File: src/rtl/cpa_19_pipe.sv
// cpa_19_pipe: two-stage pipelined carry-propagate adder that resolves a
// carry/save vector pair from a CSA compressor into a binary sum.
// Stage 1 adds the low SPLIT bits. Stage 2 adds the high segment together
// with the low-segment carry.
// Uses valid/ready handshaking on both sides.
// Optional feature: define CPA_OVF_STICKY_EN to build the sticky overflow flag.
module cpa_19_pipe #(
  parameter int unsigned WIDTH = 19,
  parameter int unsigned SPLIT = 10
) (
  input  logic             clk,
  input  logic             rst,
  input  logic             in_valid,
  output logic             in_ready,
  input  logic [WIDTH-1:0] C,
  input  logic [WIDTH-1:0] S,
  output logic             out_valid,
  input  logic             out_ready,
  output logic [WIDTH-1:0] sum,
  output logic             cout,
  output logic             busy,
  input  logic             clr_ovf,
  output logic             ovf_sticky
);

  localparam int unsigned HW = WIDTH - SPLIT;

  logic             r_s1_valid;
  logic             r_s2_valid;
  logic [SPLIT:0]   r_lo;
  logic [HW-1:0]    r_c_hi;
  logic [HW-1:0]    r_s_hi;
  logic [SPLIT-1:0] r_lo2;
  logic [HW:0]      r_hi;

  logic             w_adv1;
  logic             w_adv2;
  logic [SPLIT:0]   w_lo;
  logic [HW:0]      w_hi;

  // A stage advances when it is empty or when its downstream slot frees up.
  assign w_adv2   = !r_s2_valid || out_ready;
  assign w_adv1   = !r_s1_valid || w_adv2;
  assign in_ready = w_adv1;

  assign w_lo = {1'b0, C[SPLIT-1:0]} + {1'b0, S[SPLIT-1:0]};
  assign w_hi = {1'b0, r_c_hi} + {1'b0, r_s_hi} + {{HW{1'b0}}, r_lo[SPLIT]};

  // Stage 1: low-segment add, pass the high segments through untouched.
  always_ff @(posedge clk or posedge rst) begin
    if (rst) begin
      r_s1_valid <= 1'b0;
      r_lo       <= '0;
      r_c_hi     <= '0;
      r_s_hi     <= '0;
    end else if (w_adv1) begin
      r_s1_valid <= in_valid;
      if (in_valid) begin
        r_lo   <= w_lo;
        r_c_hi <= C[WIDTH-1:SPLIT];
        r_s_hi <= S[WIDTH-1:SPLIT];
      end
    end
  end

  // Stage 2: high-segment add including the carry out of the low segment.
  always_ff @(posedge clk or posedge rst) begin
    if (rst) begin
      r_s2_valid <= 1'b0;
      r_lo2      <= '0;
      r_hi       <= '0;
    end else if (w_adv2) begin
      r_s2_valid <= r_s1_valid;
      if (r_s1_valid) begin
        r_lo2 <= r_lo[SPLIT-1:0];
        r_hi  <= w_hi;
      end
    end
  end

  // Stale stage-2 contents are masked so only valid results are visible.
  assign out_valid = r_s2_valid;
  assign busy      = r_s1_valid | r_s2_valid;
  assign sum       = r_s2_valid ? {r_hi[HW-1:0], r_lo2} : '0;
  assign cout      = r_s2_valid & r_hi[HW];

`ifdef CPA_OVF_STICKY_EN
  logic r_ovf;

  // Sticky overflow: a carry-out on an output transfer sets it.
  // If set and clear happen in the same cycle, the set takes priority.
  always_ff @(posedge clk or posedge rst) begin
    if (rst) begin
      r_ovf <= 1'b0;
    end else if (out_valid && out_ready && cout) begin
      r_ovf <= 1'b1;
    end else if (clr_ovf) begin
      r_ovf <= 1'b0;
    end
  end

  assign ovf_sticky = r_ovf;
`else
  logic w_unused_clr_ovf;
  assign w_unused_clr_ovf = clr_ovf;
  assign ovf_sticky       = 1'b0;
`endif

endmodule

File: config.mk
export PLATFORM = sky130hd
export DESIGN_NAME = cpa_19_pipe
export DESIGN_NICKNAME = d
export VERILOG_FILES = /design/src/rtl/cpa_19_pipe.sv
export SDC_FILE = /design/constraint.sdc
export NUM_CORES = 1
export LEC_CHECK = 0
export CAP_MARGIN = 25
export CORE_UTILIZATION = 47
export DETAILED_ROUTE_END_ITERATION = 12
export PLACE_DENSITY = 0.76
export RECOVER_POWER = 25
export REMOVE_ABC_BUFFERS = 1
export SYNTH_ARGS = -nofsm -noshare
export SYNTH_HDL_FRONTEND = slang
export SYNTH_SLANG_ARGS = --single-unit
export TNS_END_PERCENT = 20
File: constraint.sdc
create_clock -name clk -period 5.05 [get_ports clk]
set_input_delay 1.01 -clock clk [delete_from_list [all_inputs] [get_ports clk]]
set_output_delay 1.01 -clock clk [all_outputs]
set_load 0.01 [all_outputs]
==> run metrics <==
largest net degree at the start of global routing 39; Pwr per Cell Area 350 nW/um2; Max Buffers Root-to-Sink 2; YS warnings 0; sequential area share after synthesis 0.447; Die Y-Extent 79.9 um; Post-Place Cell Area 3560 um2; Post-Syn Instances approximately 270; post-layout min period 3.39 ns; Syn Std Cell Area between 2000 and 3000 um2; Arr. time, crit path around 3.4 ns; core outline area 5890 um2; crit share post-route 0.671; main combinational cell family by area after synthesis compound AO/OA/AOI/OAI gates; Lkg Pwr 1.63 nW; Diodes inserted 0; proportion of layout cells with a drive suffix above 1 0.133; CTS clk-pin slew, worst paths 0.09 ns; DRT Pass-1 Iters 4; FF-to-FF End r_s_hi[1]; Crit Path Max Fanout 38; Hold Path End r_lo[6]; # IOs 67; Hold Buf Count CTS 0; initial drt markers 38; Post-synth EDFFs 0; CTS tree built; Hold WC Path Type reg -> reg; Row Count 28; unrepaired setup endpoints after global routing no; number of buffers created by CTS 5; I/O Buffers 64; Post-CTS Setup Bufs 0; Startpoint Class input port; post-synthesis xor/xnor area fraction 0.0184; worst hold path depth 2; # H-tree levels 2; WS Path Type in -> async; Vias 2,106; max-cap violations 1; first-pass GRT wire length 8910 um; critical path capture point type async pin; maximum VDD drop 0.000175 V; Root Buffer clkbuf_8; setup TNS 0 ns; Post-Synth Adder-Cell Area 0.100; post-CTS sizing 0; status complete, but fails checks; final slew viol count 39; Congestion Overflow GR 0; DRC 0; multiplexer share of the synthesized area 0.114; Synth Area in Compound Gates 0.150; Die W about 80 um; cells on worst reg2reg path 4; die area 6390 um2; # setup viols final 0; fin area 3660 um2; Hold Path Origin r_lo[6]; WL per Instance 12.9 um; Worst-Margin Slew between 1.5 and 2 ns; critical register-to-register path startpoint out_valid; dpl cells 397; NumNets Final 394; later-pin clock latency in the skew report 0.30 ns; CP Data Required Time approximately 5 ns; number of global-route vias before repair between 2,000 and 2,500; Post-DRT Antenna Nets 0; Post-Layout Cell Count 406; asr flop ratio synth 1.00; GP Congestion 0.827; starting density of the core 0.485; Sink Count 51; Vias/cell 5.19; DP Wirelength between 3000 and 4000 um; R2R Setup Slk between 2 and 3 ns; FMAX a little under 300 MHz; total track usage 0.179; #FFs+latches synth 51; initial antenna violation count 0; area delta synth->final 28.3%; Simple-Gate Fraction of Synth Area 0.133; worst relative slew slack -0.295; Detailed Route WL 5230 um; failing checks max-capacitance violations, max-slew violations; Final Hold Fails 0; Avg Cell Area, Syn 10.7 um2; clk_skew about 0.0095 ns; Main synth FF type dfrtp_1; post-synth cell types 32
-- synthesized netlist by cell type (2+ instances only) --
library cell / number / area [um2]
a211oi_1: 4 / 30.0
a21oi_1: 9 / 45.0
o41ai_2: 2 / 32.5
a21o_1: 7 / 52.6
nand3_1: 3 / 15.0
nand3b_1: 2 / 15.0
o31ai_1: 5 / 37.5
nand2_1: 20 / 75.1
ha_1: 18 / 225
o21ai_1: 2 / 10.0
mux2_2: 29 / 327
inv_1: 13 / 48.8
nor3_1: 4 / 20.0
nor2_1: 12 / 45.0
o31a_1: 3 / 26.3
dfrtp_1: 51 / 1280
nor2b_4: 2 / 27.5
a41o_1: 2 / 20.0
and2_1: 22 / 138
fa_1: 3 / 60.1
nand2b_1: 6 / 37.5
o21a_1: 9 / 67.6
o21ai_0: 17 / 85.1
clkbuf_1: 2 / 7.51
xor2_1: 6 / 52.6
buf_4: 2 / 15.0
buf_2: 6 / 30.0
-- report_power, final --
group / total, W / switching, W / internal [W]
sequential: 0.000556 / 0.0000502 / 0.000506
clock: 0.000230 / 0.000132 / 0.0000977
combinational: 0.000497 / 0.000212 / 0.000285
total: 0.00128 / 0.000394 / 0.000888
-- cell type report --
cell class / count / area, um2
timing repair buffer: 67 / 679
inverter: 13 / 48.8
sequential: 51 / 1280
multi-input combinational: 192 / 1480
tap: 75 / 93.8
clock buffer: 5 / 68.8
fill: 499 / 2220
clock inverter: 3 / 18.8
-- worst max-delay path, cell delays in order --
cell and delay [ns]:
dlygate4sd3_1 0.53, inv_1 0.42, clkbuf_1 1.45
-- cell families (layout without fill, tap and decap cells) --
family | Yosys count | after routing
AND/OR/NAND/NOR | 72 | 72
AO/OA/AOI/OAI | 63 | 63
flip-flops | 51 | 51
multiplexers | 29 | 29
buffers and inverters | 23 | 88
adder cells (fa/ha/maj) | 21 | 21
XOR/XNOR | 6 | 6
other | 1 | 1
-- cells in the final DEF (no fill, tap or decap) --
cell              n
nor2_1           12
inv_6             1
clkbuf_1          1
a21o_1            7
a41o_1            2
nor3_1            4
o21a_1            9
buf_16            1
clkbuf_8          5
a21oi_1           9
o21ai_0          17
conb_1            1
mux2_2           29
or2_2             1
a211oi_1          4
dlygate4sd3_1     2
nand2_1          20
o41ai_2           2
o31ai_1           5
buf_4             1
clkinv_2          2
inv_1            13
nand3b_1          2
and2_1           22
a31oi_1           1
o31a_1            3
clkdlybuf4s50_1  62
nand2b_1          6
fa_1              3
o21ai_1           2
ha_1             18
nor2b_4           2
a21boi_1          1
xor2_1            6
a22o_1            1
nand3_1           3
dfrtp_1          51
-- how the worst max path moves through the flow --
| stage | cells past startpoint | to | start | slack, ns |
|---|---|---|---|---|
| after CTS | 3 | in_ready | out_ready | 1.81 |
| final | 3 | r_c_hi[8] | rst | 1.66 |
| after detailed placement | 3 | in_ready | out_ready | 1.81 |
| after floorplan | 3 | r_c_hi[0] | out_ready | 2.51 |
| after global placement | 3 | in_ready | out_ready | 1.82 |
| after global routing | 3 | r_c_hi[8] | rst | 1.10 |
-- state kept, by name, indices dropped and copies added, names as in the netlist --
register / count
out_valid: 1
r_lo: 11
r_hi: 10
r_s1_valid: 1
r_s_hi: 9
r_c_hi: 9
r_lo2: 10
-- metal layers --
metal | vias up | global-route usage | wire length [um] | part of all wire
met5 | - | 0 | 0 | 0
met4 | 0 | 0.0571 | 86 | 0.016
met3 | 9 | 0.0320 | 227 | 0.043
met2 | 58 | 0.306 | 2500 | 0.48
met1 | 989 | 0.227 | 2410 | 0.46
li1 | 1050 | - | - | -
-- metrics by stage --
step,util,power (W),hold slack (ns),setup WS [ns]
floorplan,-,0.000862,0.440,2.51
global placement,0.602,0.00105,0.455,1.82
detailed placement,0.605,0.00106,0.463,1.81
CTS,0.620,0.00129,0.484,1.81
global route,0.622,0.00138,0.503,1.10
finish,0.622,0.00128,0.477,1.66
Note: power is estimated with default switching activity, not from simulation.
